===== src/rtl/ibex_rvfi_trace_buffer_pkg.sv =====
// Shared types for the RVFI trace buffer: capture modes, FSM states and the 103-bit record layout.
// No logic; imported by the ring, the interface and the top.
package ibex_trace_pkg;

  typedef enum logic [1:0] {
    TM_CONT       = 2'd0,
    TM_TRIG_STOP  = 2'd1,
    TM_TRIG_START = 2'd2
  } trace_mode_e;

  typedef enum logic [1:0] {
    TS_IDLE  = 2'd0,
    TS_ARMED = 2'd1,
    TS_POST  = 2'd2,
    TS_DONE  = 2'd3
  } trace_state_e;

  typedef struct packed {
    logic        trap;
    logic        intr;
    logic [4:0]  rd_addr;
    logic [31:0] pc;
    logic [31:0] insn;
    logic [31:0] rd_wdata;
  } trace_rec_t;

  localparam int unsigned TraceRecW = $bits(trace_rec_t);

  // The reserved encoding falls back to continuous capture.
  function automatic trace_mode_e decode_mode(input logic [1:0] m);
    case (m)
      2'd1:    return TM_TRIG_STOP;
      2'd2:    return TM_TRIG_START;
      default: return TM_CONT;
    endcase
  endfunction

endpackage


===== src/rtl/ibex_rvfi_trace_buffer_if.sv =====
// RVFI retirement tap plus the record read port (valid/ready) of the trace buffer.
// master drives retirements and rd_ready_i; slave is the buffer.
interface ibex_rvfi_trace_buffer_if;
  import ibex_trace_pkg::*;

  logic                 rvfi_valid;
  logic                 rvfi_trap;
  logic                 rvfi_intr;
  logic [31:0]          rvfi_insn;
  logic [31:0]          rvfi_pc_rdata;
  logic [4:0]           rvfi_rd_addr;
  logic [31:0]          rvfi_rd_wdata;
  logic                 rd_valid_o;
  logic                 rd_ready_i;
  logic [TraceRecW-1:0] rd_data_o;

  modport master (
    output rvfi_valid, rvfi_trap, rvfi_intr, rvfi_insn, rvfi_pc_rdata, rvfi_rd_addr,
           rvfi_rd_wdata, rd_ready_i,
    input  rd_valid_o, rd_data_o
  );

  modport slave (
    input  rvfi_valid, rvfi_trap, rvfi_intr, rvfi_insn, rvfi_pc_rdata, rvfi_rd_addr,
           rvfi_rd_wdata, rd_ready_i,
    output rd_valid_o, rd_data_o
  );

endinterface


===== src/rtl/ibex_rvfi_trace_buffer_ring.sv =====
// Depth-entry record ring with count, overwrite-on-full option and registered head-of-queue data.
// Count and read data update one cycle after push/pop; a push to a full ring without pop/overwrite is discarded.
module ibex_trace_ring
  import ibex_trace_pkg::*;
#(
  parameter int unsigned Depth = 16
) (
  input  logic                   clk_i,
  input  logic                   rst_ni,
  input  logic                   flush_i,
  input  logic                   push_i,
  input  logic                   overwrite_i,
  input  logic                   pop_i,
  input  logic [TraceRecW-1:0]   wdata_i,
  output logic [TraceRecW-1:0]   rdata_o,
  output logic [$clog2(Depth):0] count_o,
  output logic                   full_o
);

  localparam int unsigned PtrW = $clog2(Depth);
  localparam logic [PtrW:0] FullCnt = (PtrW+1)'(Depth);

  logic [TraceRecW-1:0] mem [Depth];
  logic [PtrW-1:0]      wr_ptr_q, wr_ptr_d, rd_ptr_q, rd_ptr_d;
  logic [PtrW:0]        count_q, count_d;
  logic                 do_push, do_pop, ovr;

  assign full_o  = (count_q == FullCnt);
  assign count_o = count_q;

  always_comb begin
    do_pop   = pop_i & (count_q != '0);
    do_push  = push_i & (~full_o | do_pop | overwrite_i);
    ovr      = do_push & full_o & ~do_pop;
    wr_ptr_d = wr_ptr_q + PtrW'(do_push);
    rd_ptr_d = rd_ptr_q + PtrW'(do_pop | ovr);
    count_d  = count_q;
    if (do_push && !do_pop && !ovr) begin
      count_d = count_q + (PtrW+1)'(1);
    end else if (do_pop && !do_push) begin
      count_d = count_q - (PtrW+1)'(1);
    end
    if (flush_i) begin
      do_push  = 1'b0;
      wr_ptr_d = '0;
      rd_ptr_d = '0;
      count_d  = '0;
    end
  end

  always_ff @(posedge clk_i) begin
    if (!rst_ni) begin
      wr_ptr_q <= '0;
      rd_ptr_q <= '0;
      count_q  <= '0;
    end else begin
      wr_ptr_q <= wr_ptr_d;
      rd_ptr_q <= rd_ptr_d;
      count_q  <= count_d;
    end
  end

  always_ff @(posedge clk_i) begin
    if (do_push) begin
      mem[wr_ptr_q] <= wdata_i;
    end
  end

  // Head register forwards a write that lands on the new head (ring was empty or drained to it).
  always_ff @(posedge clk_i) begin
    if (do_push && (wr_ptr_q == rd_ptr_d)) begin
      rdata_o <= wdata_i;
    end else begin
      rdata_o <= mem[rd_ptr_d];
    end
  end

endmodule


===== src/rtl/ibex_rvfi_trace_buffer.sv =====
// Synthesisable RVFI trace capture: continuous, trigger-stop and trigger-start modes over a ring buffer.
// Records drain over valid/ready; in trigger modes reads open only once capture is done.
module ibex_rvfi_trace_buffer
  import ibex_trace_pkg::*;
#(
  parameter int unsigned Depth           = 16,
  parameter int unsigned PostTrigDefault = 8,
  parameter int unsigned DropCntW        = 16
) (
  input  logic                   clk_i,
  input  logic                   rst_ni,
  ibex_rvfi_trace_buffer_if.slave bus,
  input  logic [1:0]             mode_i,
  input  logic                   arm_i,
  input  logic                   clear_i,
  input  logic [31:0]            trig_pc_i,
  input  logic                   trig_on_trap_i,
  input  logic [$clog2(Depth):0] post_cnt_i,
  output logic [$clog2(Depth):0] count_o,
  output logic                   triggered_o,
  output logic                   done_o,
  output logic [DropCntW-1:0]    drop_cnt_o
);

  localparam int unsigned CntW = $clog2(Depth) + 1;

  localparam logic [1:0] ST_IDLE  = TS_IDLE;
  localparam logic [1:0] ST_ARMED = TS_ARMED;
  localparam logic [1:0] ST_POST  = TS_POST;
  localparam logic [1:0] ST_DONE  = TS_DONE;

  logic [1:0]          state_q, state_d;
  trace_mode_e         mode_q;
  logic                triggered_q;
  logic [CntW-1:0]     post_q;
  logic [DropCntW-1:0] drop_q;
  logic [CntW-1:0]     count;
  logic                full, push, overwrite, pop, flush, rd_valid, trig_hit, drop_ev;
  trace_rec_t          wrec;

  assign wrec.trap     = bus.rvfi_trap;
  assign wrec.intr     = bus.rvfi_intr;
  assign wrec.rd_addr  = bus.rvfi_rd_addr;
  assign wrec.pc       = bus.rvfi_pc_rdata;
  assign wrec.insn     = bus.rvfi_insn;
  assign wrec.rd_wdata = bus.rvfi_rd_wdata;

  assign trig_hit = bus.rvfi_valid &
                    ((bus.rvfi_pc_rdata == trig_pc_i) | (trig_on_trap_i & bus.rvfi_trap));
  assign flush    = clear_i | arm_i;
  assign rd_valid = (count != '0) & ((mode_q == TM_CONT) | (state_q == ST_DONE));
  assign pop      = rd_valid & bus.rd_ready_i & ~flush;
  assign drop_ev  = (state_q == ST_ARMED) & (mode_q == TM_CONT) & bus.rvfi_valid &
                    full & ~pop & ~flush;

  always_comb begin
    push      = 1'b0;
    overwrite = 1'b0;
    state_d   = state_q;
    case (state_q)
      ST_ARMED: begin
        case (mode_q)
          TM_TRIG_STOP: begin
            push      = bus.rvfi_valid;
            overwrite = 1'b1;
            if (trig_hit) state_d = (post_q == '0) ? ST_DONE : ST_POST;
          end
          TM_TRIG_START: begin
            // Nothing is stored until the trigger record itself arrives.
            push = triggered_q ? bus.rvfi_valid : trig_hit;
            if (push && (count == CntW'(Depth - 1))) state_d = ST_DONE;
          end
          default: push = bus.rvfi_valid;
        endcase
      end
      ST_POST: begin
        push      = bus.rvfi_valid;
        overwrite = 1'b1;
        if (bus.rvfi_valid && (post_q == CntW'(1))) state_d = ST_DONE;
      end
      default: ;
    endcase
    if (flush) begin
      push    = 1'b0;
      state_d = clear_i ? ST_IDLE : ST_ARMED;
    end
  end

  always_ff @(posedge clk_i) begin
    if (!rst_ni) begin
      state_q     <= ST_IDLE;
      mode_q      <= TM_CONT;
      triggered_q <= 1'b0;
      post_q      <= CntW'(PostTrigDefault);
      drop_q      <= '0;
    end else begin
      state_q <= state_d;
      if (clear_i) begin
        triggered_q <= 1'b0;
        drop_q      <= '0;
      end else if (arm_i) begin
        triggered_q <= 1'b0;
        drop_q      <= '0;
        post_q      <= post_cnt_i;
        mode_q      <= decode_mode(mode_i);
      end else begin
        if (trig_hit && (state_q == ST_ARMED) && (mode_q != TM_CONT)) triggered_q <= 1'b1;
        if ((state_q == ST_POST) && bus.rvfi_valid) post_q <= post_q - CntW'(1);
        if (drop_ev && (drop_q != '1)) drop_q <= drop_q + DropCntW'(1);
      end
    end
  end

  ibex_trace_ring #(
    .Depth (Depth)
  ) u_ring (
    .clk_i       (clk_i),
    .rst_ni      (rst_ni),
    .flush_i     (flush),
    .push_i      (push),
    .overwrite_i (overwrite),
    .pop_i       (pop),
    .wdata_i     (wrec),
    .rdata_o     (bus.rd_data_o),
    .count_o     (count),
    .full_o      (full)
  );

  assign bus.rd_valid_o = rd_valid;
  assign count_o        = count;
  assign triggered_o    = triggered_q;
  assign done_o         = (state_q == ST_DONE);
  assign drop_cnt_o     = drop_q;

endmodule


===== src/flat_wrapper.sv =====
// flat-port wrapper written by rule: the top's interface ports become plain ports
module ibex_rvfi_trace_buffer_flat import ibex_trace_pkg::*;
#(
  parameter int unsigned Depth           = 16,
  parameter int unsigned PostTrigDefault = 8,
  parameter int unsigned DropCntW        = 16
)
  (clk_i, rst_ni, mode_i, arm_i, clear_i, trig_pc_i, trig_on_trap_i, post_cnt_i, count_o, triggered_o, done_o, drop_cnt_o, bus_rvfi_valid, bus_rvfi_trap, bus_rvfi_intr, bus_rvfi_insn, bus_rvfi_pc_rdata, bus_rvfi_rd_addr, bus_rvfi_rd_wdata, bus_rd_ready_i, bus_rd_valid_o, bus_rd_data_o);
  ibex_rvfi_trace_buffer_if bus_i ();
  input  logic clk_i;
  input  logic rst_ni;
  input  logic [1:0] mode_i;
  input  logic arm_i;
  input  logic clear_i;
  input  logic [31:0] trig_pc_i;
  input  logic trig_on_trap_i;
  input  logic [$clog2(Depth):0] post_cnt_i;
  output logic [$clog2(Depth):0] count_o;
  output logic triggered_o;
  output logic done_o;
  output logic [DropCntW-1:0] drop_cnt_o;
  input wire logic [$bits(bus_i.rvfi_valid)-1:0] bus_rvfi_valid;
  input wire logic [$bits(bus_i.rvfi_trap)-1:0] bus_rvfi_trap;
  input wire logic [$bits(bus_i.rvfi_intr)-1:0] bus_rvfi_intr;
  input wire logic [$bits(bus_i.rvfi_insn)-1:0] bus_rvfi_insn;
  input wire logic [$bits(bus_i.rvfi_pc_rdata)-1:0] bus_rvfi_pc_rdata;
  input wire logic [$bits(bus_i.rvfi_rd_addr)-1:0] bus_rvfi_rd_addr;
  input wire logic [$bits(bus_i.rvfi_rd_wdata)-1:0] bus_rvfi_rd_wdata;
  input wire logic [$bits(bus_i.rd_ready_i)-1:0] bus_rd_ready_i;
  output wire logic [$bits(bus_i.rd_valid_o)-1:0] bus_rd_valid_o;
  output wire logic [$bits(bus_i.rd_data_o)-1:0] bus_rd_data_o;
  assign bus_i.rvfi_valid = bus_rvfi_valid;
  assign bus_i.rvfi_trap = bus_rvfi_trap;
  assign bus_i.rvfi_intr = bus_rvfi_intr;
  assign bus_i.rvfi_insn = bus_rvfi_insn;
  assign bus_i.rvfi_pc_rdata = bus_rvfi_pc_rdata;
  assign bus_i.rvfi_rd_addr = bus_rvfi_rd_addr;
  assign bus_i.rvfi_rd_wdata = bus_rvfi_rd_wdata;
  assign bus_i.rd_ready_i = bus_rd_ready_i;
  assign bus_rd_valid_o = bus_i.rd_valid_o;
  assign bus_rd_data_o = bus_i.rd_data_o;
  ibex_rvfi_trace_buffer #(.Depth(Depth), .PostTrigDefault(PostTrigDefault), .DropCntW(DropCntW)) u_core (.clk_i(clk_i), .rst_ni(rst_ni), .bus(bus_i), .mode_i(mode_i), .arm_i(arm_i), .clear_i(clear_i), .trig_pc_i(trig_pc_i), .trig_on_trap_i(trig_on_trap_i), .post_cnt_i(post_cnt_i), .count_o(count_o), .triggered_o(triggered_o), .done_o(done_o), .drop_cnt_o(drop_cnt_o));
endmodule

===== config.mk =====
export PLATFORM = sky130hd
export DESIGN_NAME = ibex_rvfi_trace_buffer_flat
export DESIGN_NICKNAME = d
export VERILOG_FILES = /design/src/rtl/ibex_rvfi_trace_buffer_pkg.sv /design/src/rtl/ibex_rvfi_trace_buffer_if.sv /design/src/rtl/ibex_rvfi_trace_buffer_ring.sv /design/src/rtl/ibex_rvfi_trace_buffer.sv /design/src/flat_wrapper.sv
export SDC_FILE = /design/constraint.sdc
export NUM_CORES = 1
export LEC_CHECK = 0
export ABC_AREA = 1
export CAP_MARGIN = 25
export CORE_ASPECT_RATIO = 0.5
export CORE_MARGIN = 1.5
export CORE_UTILIZATION = 60
export DETAILED_ROUTE_END_ITERATION = 16
export DONT_BUFFER_PORTS = 1
export GPL_ROUTABILITY_DRIVEN = 0
export PLACE_DENSITY = 0.76
export RECOVER_POWER = 100
export REMOVE_ABC_BUFFERS = 1
export SYNTH_ARGS = -nofsm -noshare
export SYNTH_HDL_FRONTEND = slang
export SYNTH_SLANG_ARGS = --single-unit

===== constraint.sdc =====
create_clock -name clk_i -period 21.8 [get_ports clk_i]
set_clock_uncertainty 0.1 [all_clocks]
set_input_delay 3.27 -clock clk_i [delete_from_list [all_inputs] [get_ports clk_i]]
set_output_delay 3.27 -clock clk_i [all_outputs]
set_load 0.01 [all_outputs]

-- Word level (Yosys, flattened, before mapping)
Memories as Yosys holds them, arrays and structs flattened. A register that Yosys moved wholly into a read port is not among the register bits.
Index checks and enable logic that the tools add are counted.
- reductions and logical operators: 24
- div/mod/pow operators: 0
- add/subtract/negate cells: 6
- equality and inequality tests: 16
- $mul: 0
- shift-type cells: 0
- $lt $le $gt $ge: 0
- bitwise logic cells: 26
- mux-type cells: 23
- operator list (kind ; number):
    32-bit equality test ; 1
    5-bit two-way mux ; 4
    16-bit by 1-bit adder with 16-bit output (second input constant) ; 1
    16-bit != test (second input constant) ; 1
    1-bit bitwise AND ; 14
    2-bit case mux with 2 select lines ; 3
    5-bit by 1-bit subtractor with 5-bit output (second input constant) ; 2
    1-bit logical AND ; 9
    1-bit two-way mux ; 9
    4-bit by 1-bit adder with 4-bit output ; 2
    2-bit equality test (second input constant) ; 4
    2-bit two-way mux ; 4
    4-bit by 3-bit != test with 1-bit output (second input constant) ; 2
    2-bit by 1-bit equality test with 1-bit output (second input constant) ; 3
    1-bit NOT ; 6
    1-bit OR ; 6
    2-bit nonzero test ; 3
    5-bit by 1-bit adder with 5-bit output (second input constant) ; 1
    5-bit by 1-bit equality test with 1-bit output (second input constant) ; 1
    5-bit by 4-bit equality test with 1-bit output (second input constant) ; 1
    5-bit equality test (second input constant) ; 1
    5-bit zero test ; 1
    5-bit AND reduction ; 1
    5-bit nonzero test ; 1
    other kinds (10) ; 14
- RAM bits: 1648
- memories kept: 1
- bits of input ports: 149
- logic and storage cells: 104
- output and inout bits: 127
- register bits after elaboration: 39
- latch bits: 0
- memory bits (read-only): 0
- memories (name ; words ; width ; rd ports ; clocked after Yosys merged registers in ; write ports ; RTL line ; RTL):
    u_core.u_ring.mem ; 16 ; 103 ; 1 ; 1 ; 1 ; ibex_rvfi_trace_buffer_ring.sv:23 ; logic [TraceRecW-1:0] mem [Depth];

-- Logic depth before layout (Yosys ltp)
Gate-level depths: netlist of run 1.
- depth in word-level cells: 14
- mapped depth: 20
- depth with buffers taken out: 20

-- Cells and area by module
From an unflattened synthesis of run 1, not the netlist that was laid out.
- cells, all modules: 4764
- area total of the unflattened synthesis: 68602.0 um2
- by module, submodules not included (module ; sequential area each (um2) ; instances ; cells an instance ; area each (um2)):
    ibex_trace_ring ; 49827.8 ; 1 ; 4451 ; 66515.0
    ibex_rvfi_trace_buffer ; 520.5 ; 1 ; 313 ; 2087.0

-- Worst setup path after synthesis of run 1
OpenSTA, ideal clock, no wires.
- path type: input to register
- start point: input port trig_pc_i[19]
- end point: memory u_core.u_ring.mem[0][0] (netlist bit) (enable)
- buffers on the path: 0
- data arrival time: 11040 ps
- slack: 9969 ps
- stages: 11
- library setup time: 691 ps
- required time: 21009 ps
- cells stage by stage: xnor2_1 nand2_1 nor2_1 nand2_1 nor2_1 nand2_1 nand4_1 nand2_1 nand2_1 nand2_2 nor3_1
- cells in the longest elaborated chain, start to end: 11
- ends and longest elaborated chain (item ; RTL line ; RTL):
    start, declared ; flat_wrapper.sv:15 ; input logic [31:0] trig_pc_i;
    32-bit equality test ; ibex_rvfi_trace_buffer.sv:49 ; ((bus.rvfi_pc_rdata == trig_pc_i) | (trig_on_trap_i & bus.rvfi_trap));
    1-bit OR ; ibex_rvfi_trace_buffer.sv:49 ;
    1-bit bitwise AND ; ibex_rvfi_trace_buffer.sv:48 ; assign trig_hit = bus.rvfi_valid &
    1-bit two-way mux ; ibex_rvfi_trace_buffer.sv:70 ; push = triggered_q ? bus.rvfi_valid : trig_hit;
    1-bit two-way mux ; ibex_rvfi_trace_buffer.sv:62 ; case (mode_q)
    1-bit case mux with 2 select lines ; ibex_rvfi_trace_buffer.sv:60 ; case (state_q)
    1-bit two-way mux ; ibex_rvfi_trace_buffer.sv:83 ; if (flush) begin
    1-bit bitwise AND ; ibex_rvfi_trace_buffer_ring.sv:33 ; do_push = push_i & (~full_o | do_pop | overwrite_i);
    1-bit two-way mux ; ibex_rvfi_trace_buffer_ring.sv:43 ; if (flush_i) begin
    1-bit two-way mux ; ibex_rvfi_trace_buffer_ring.sv:64 ; if (do_push) begin
    1-bit two-way mux (implied by the code) ; ibex_rvfi_trace_buffer_ring.sv:65 ; mem[wr_ptr_q] <= wdata_i;
    end, declared ; ibex_rvfi_trace_buffer_ring.sv:23 ;
No other way between the ends.

==> impl_metrics.env, run 1 <==
export IMPL_outcome="finished, violations left"
export IMPL_violations="max-capacitance violations, max-slew violations"
export IMPL_max_freq_mhz=76.20
export IMPL_yosysWarningCount=0
export IMPL_grt_usage_pct=27.33
export IMPL_synth_area_per_cell_um2=14.29
export IMPL_num_antenna_cells=0
export IMPL_async_reset_ff_share_pct=0
export IMPL_utilization_pct=65.55
export IMPL_grt_overflow=0
export IMPL_netlist_area_leader_share_pct=72.62
export IMPL_cap_violations=34
export IMPL_hold_path_class="register to register"
export IMPL_drt_pass1_iter_count=5
export IMPL_rsz0062_at_grt="no"
export IMPL_layout_nets=4844
export IMPL_cts_resized=0
export IMPL_wl_per_cell_um=25.43
export IMPL_clkSinkCount=1691
export IMPL_fin_crit_ns=13.12
export IMPL_peakVddDrop_mv=0.06888
export IMPL_path_clk_slew_ns=0.07
export IMPL_worstPathArrival_ns=9.75
export IMPL_die_area_mm2=0.1157
export IMPL_max_slew_worst_pin_slew_ns=9.763
export IMPL_grt_start_max_net_pins=202
export IMPL_viasPerCell=6.301
export IMPL_synth_area_leader_cell="edfxtp_1"
export IMPL_grt_pass1_wl_um=235400
export IMPL_grt_pass1_vias=38562
export IMPL_postCtsHoldBufs=0
export IMPL_ys_types=43
export IMPL_synth_edf_count=1648
export IMPL_p_leak_nw=23.35
export IMPL_drv_slew=1801
export IMPL_numCtsBuffers=142
export IMPL_drtAntennaViolNets=0
export IMPL_io_pins=276
export IMPL_hpwl_um=76300
export IMPL_synthCells=4767
export IMPL_root_buffer="clkbuf_16"
export IMPL_power_density_mw_per_mm2=83.29
export IMPL_cts_tree="yes"
export IMPL_hold_violations=0
export IMPL_startpoint_type="register"
export IMPL_cts_setup_buffers=0
export IMPL_slew_headroom_pct=-550.9
export IMPL_clk_latency_ns=0.77
export IMPL_synth_seq_cells=1691
export IMPL_layout_common_cells="1648 x edfxtp_1, 518 x o21ai_0, 480 x inv_1"
export IMPL_required_ns=18.43
export IMPL_io_buffers=0
export IMPL_vias=39716
export IMPL_synth_main_ff_cell="edfxtp_1"
export IMPL_initialDrtViolationCount=5209
export IMPL_synth_seq_area_share_pct=73.89
export IMPL_synthTopCellsByArea="edfxtp_1 73%, mux2i_1 6.1%, o211ai_1 4.6%"
export IMPL_fp_coreArea_mm2=0.1127
export IMPL_clockBufferDepth=3
export IMPL_period_share_pct=60.20
export IMPL_wirelength_um=160300
export IMPL_antenna_found_initial=0
export IMPL_netlist_area_mm2=0.06814
export IMPL_die_h_um=241.3
export IMPL_worstPathMaxFanout=64
export IMPL_area_growth_pct=8.380
export IMPL_drive_above_1_share_pct=5.532
export IMPL_worstSetupPathType="register to primary output"
export IMPL_drcViolationCount=0
export IMPL_setup_viol=0
export IMPL_final_common_cell="edfxtp_1"
export IMPL_nFillCells=7611
export IMPL_die_w_um=479.6
export IMPL_power_mw=6.152
export IMPL_initial_utilization_pct=60.48
export IMPL_htreeDepth=4
export IMPL_fp_row_count=87
export IMPL_end_kind="primary output"
export IMPL_timing_hold_ws_ns=0.4163
Yosys cell counts, types with 2 or more instances:
library cell	count
mux2i_1	412
nand4_1	7
nor2_1	64
nor3_1	17
o31ai_1	2
o21ai_0	516
o21ai_1	4
inv_1	479
edfxtp_1	1648
ha_1	17
buf_2	61
xor2_1	4
nand2_1	200
nand2_4	2
a211oi_1	3
buf_1	35
xnor2_1	30
buf_4	27
dfxtp_1	43
nor4_1	3
nand3_1	136
inv_2	7
clkbuf_1	175
a21o_1	2
a31oi_1	4
nand2_2	3
a21oi_1	434
o211ai_1	414
nor2_4	4
worst max-delay path, stage by stage, from the launching register on:
cell and delay [ns]:
dfxtp_1 1.85, clkinvlp_2 4.08, clkbuf_1 2.06, o211ai_1 0.59
nand2_1 0.28
metrics by stage:
stage | instance area, um^2 | TNS, ns | setup slack, ns | instances
floorplan | 66840 | -940.77 | -9.191 | 4468
global placement | 69400 | 0 | 13.20 | 6036
detailed placement | 69470 | 0 | 13.03 | 6039
CTS | 74080 | 0 | 12.19 | 6296
global route | 73850 | 0 | 8.675 | 6303
finish | 73850 | 0 | 8.677 | 6303
metal layers:
metal | vias up | global-route usage (%) | part of all wire, %
met1 | 19791 | 37.93 | 40
met4 | 0 | 11.33 | 3.5
met3 | 312 | 4.686 | 9.5
met5 | - | 0 | 0
li1 | 17619 | - | -
met2 | 1994 | 43.51 | 48
state kept, by name, summed over array words and instances (netlist names), named ones only:
name	count
u_core.mode_q	2
u_core.u_ring.mem	1648
u_core.u_ring.rd_ptr_q	4
u_core.u_ring.count_o	5
u_core.triggered_o	1
u_core.state_q	2
u_core.u_ring.wr_ptr_q	4
u_core.post_q	5
u_core.drop_cnt_o	16
final cells by class:
class | count | area, um^2 | share of cell area, %
well taps | 1513 | 1893 | 2.563
clock inverters | 84 | 809.5 | 1.096
inverters | 486 | 1838 | 2.489
flip-flops and latches | 1691 | 50360 | 68.19
clock buffers | 173 | 3807 | 5.155
repair buffers | 65 | 508.0 | 0.6878
multi-input cells | 2291 | 14640 | 19.82
power by group:
part	switching, mW	leakage (nW)	internal (mW)
combinational	0.0155	5.94	0.00942
sequential	0.00112	15.2	3.56
clock	1.16	2.25	1.40
total	1.18	23.3	4.97
final timing paths:
kind | cells past startpoint | from | slack, ns | end
hold reg to reg | 2 | u_core.state_q[1] | 0.42 | u_core.state_q[1]
setup reg to reg | 11 | u_core.state_q[0] | 11.67 | u_core.u_ring.mem[9][28]
hold / removal | 2 | u_core.state_q[1] | 0.42 | u_core.state_q[1]
setup / recovery | 4 | register | 8.68 | bus_rd_data_o[44]
cell families (layout without fill, tap and decap cells):
group                    count (synthesis)  count (layout)  share of synthesized area [%]
flip-flops                            1691            1691                          73.89
multiplexers                           412             412                          6.052
adder cells (fa/ha/maj)                 18              18                         0.3415
AO/OA/AOI/OAI                         1385            1385                          11.76
XOR/XNOR                                34              34                         0.4370
buffers and inverters                  785             808                          4.596
AND/OR/NAND/NOR                        442             442                          2.925
(Power assumes the default switching activity.)
==> run 2: changes to the inputs <==
Clock period 21.8 ns to 13.75 ns, I/O delays scaled along.
==> impl_metrics.env, run 2 (same netlist as run 1, synthesis figures left out) <==
export IMPL_layout_common_cells="1648 x edfxtp_1, 519 x o21ai_0, 481 x inv_1"
export IMPL_clk_latency_ns=0.77
export IMPL_hpwl_um=79650
export IMPL_outcome="finished, violations left"
export IMPL_root_buffer="clkbuf_16"
export IMPL_slowest_delay_ns=2.46
export IMPL_critical_path_cell_chain="clkbuf_1, clkbuf_1, buf_16, a21oi_1, o21ai_0, o21ai_0, o211ai_1, nand2_1"
export IMPL_grt_overflow=0
export IMPL_max_freq_mhz=105.0
export IMPL_fp_row_count=87
export IMPL_largest_reg_flops=1648
export IMPL_placed_cells=6037
export IMPL_hold_violations=0
export IMPL_power_density_mw_per_mm2=132.2
export IMPL_fin_crit_ns=9.525
export IMPL_grt_usage_pct=27.64
export IMPL_regToRegSetupSlack_ns=5.68
export IMPL_final_common_cell="edfxtp_1"
export IMPL_initialDrtViolationCount=4724
export IMPL_layout_nets=4846
export IMPL_fp_coreArea_mm2=0.1127
export IMPL_grt_pass1_vias=38726
export IMPL_drcViolationCount=0
export IMPL_clockBufferDepth=3
export IMPL_postCtsHoldBufs=0
export IMPL_required_ns=11.59
export IMPL_wirelength_um=160900
export IMPL_die_area_mm2=0.1157
export IMPL_slowest_stage="clkbuf_1"
export IMPL_drtAntennaViolNets=0
export IMPL_area_growth_pct=8.551
export IMPL_peakVddDrop_mv=0.1374
export IMPL_numCtsBuffers=144
export IMPL_dpl_cell_area_mm2=0.06948
export IMPL_worst_r2r_cell_count=13
export IMPL_p_leak_nw=23.39
export IMPL_path_clk_slew_ns=0.07
export IMPL_die_h_um=241.3
export IMPL_max_slew_worst_pin_slew_ns=4.665
export IMPL_max_flop_register="u_core.u_ring.mem"
export IMPL_drive_above_1_share_pct=5.370
export IMPL_fin_ws_ns=4.225
export IMPL_nFillCells=7561
export IMPL_violations="max-capacitance violations, max-slew violations"
export IMPL_startpoint_type="register"
export IMPL_io_buffers=0
export IMPL_dpl_worst_slack_ns=6.673
export IMPL_rsz0062_at_grt="no"
export IMPL_drv_slew=980
export IMPL_cts_setup_buffers=0
export IMPL_setup_viol=0
export IMPL_worstSetupPathType="register to primary output"
export IMPL_initial_utilization_pct=60.48
export IMPL_viasPerCell=6.293
export IMPL_holdPathStages=2
export IMPL_worstPathArrival_ns=7.36
export IMPL_period_share_pct=69.27
export IMPL_timing_hold_ws_ns=0.4242
export IMPL_antenna_found_initial=1
export IMPL_slew_headroom_pct=-211.0
export IMPL_grt_start_max_net_pins=206
export IMPL_crit_reg2reg_launch="u_core.state_q[0]"
export IMPL_die_w_um=479.6
export IMPL_end_kind="primary output"
export IMPL_htreeDepth=4
export IMPL_wl_per_cell_um=25.55
export IMPL_num_antenna_cells=0
export IMPL_cts_resized=0
export IMPL_cts_tree="yes"
export IMPL_r2r_end="u_core.u_ring.mem[11][12]"
export IMPL_power_mw=9.775
export IMPL_instances_no_fill=6299
export IMPL_cap_violations=24
export IMPL_fin_tns_setup_ns=0
export IMPL_clkSinkCount=1691
export IMPL_grt_pass1_wl_um=238400
export IMPL_vias=39638
export IMPL_drt_pass1_iter_count=5
export IMPL_worstPathMaxFanout=91
export IMPL_holdCritStartpoint="u_core.state_q[1]"
export IMPL_io_pins=276
export IMPL_hold_path_class="register to register"
export IMPL_stdcell_area_mm2=0.07397
export IMPL_whs_endpoint="u_core.state_q[1]"
export IMPL_utilization_pct=65.66
==> run 2: power by group <==
group	leakage [nW]	internal [mW]	total [mW]	switching (mW)
sequential	15.2	5.65	5.65	0.00168
combinational	5.98	0.0151	0.0406	0.0254
clock	2.26	2.28	4.08	1.81
total	23.4	7.94	9.78	1.84
==> run 2: how the worst max path moves through the flow <==
stage,startpoint,slack [ns],cells past startpoint,end
after floorplan,register,-16.03,4,bus_rd_data_o[101]
after global placement,trig_pc_i[6],6.81,15,u_core.u_ring.mem[11][48]
after detailed placement,trig_pc_i[18],6.67,15,u_core.u_ring.mem[10][15]
after CTS,register,7.27,7,bus_rd_data_o[19]
after global routing,register,3.72,8,bus_rd_data_o[80]
final,register,4.23,8,bus_rd_data_o[85]
==> run 2: per-layer routing <==
metal | vias up | routed length, um | GRT usage (%)
met5 | - | 0 | 0
met4 | 0 | 4261 | 8.975
met3 | 238 | 15230 | 5.661
met2 | 2061 | 76520 | 44.46
met1 | 19716 | 64930 | 38.31
li1 | 17623 | - | -
==> run 2: worst max-delay path, delay by kind of cell (launching register included) <==
kind,cells,cell delay [ns]
buffers and inverters,3,3.54
AOI/OAI and AO/OA,4,0.57
DFF,1,2.24
and+or+nand+nor,1,0.14
==> run 2: cell type report <==
cell class | count | area [um^2] | area share [%]
flip-flops and latches | 1691 | 50360 | 68.08
multi-input cells | 2291 | 14630 | 19.78
clock buffers | 175 | 3815 | 5.157
well taps | 1513 | 1893 | 2.559
inverters | 486 | 1842 | 2.490
clock inverters | 78 | 802.0 | 1.084
repair buffers | 65 | 631.9 | 0.8542
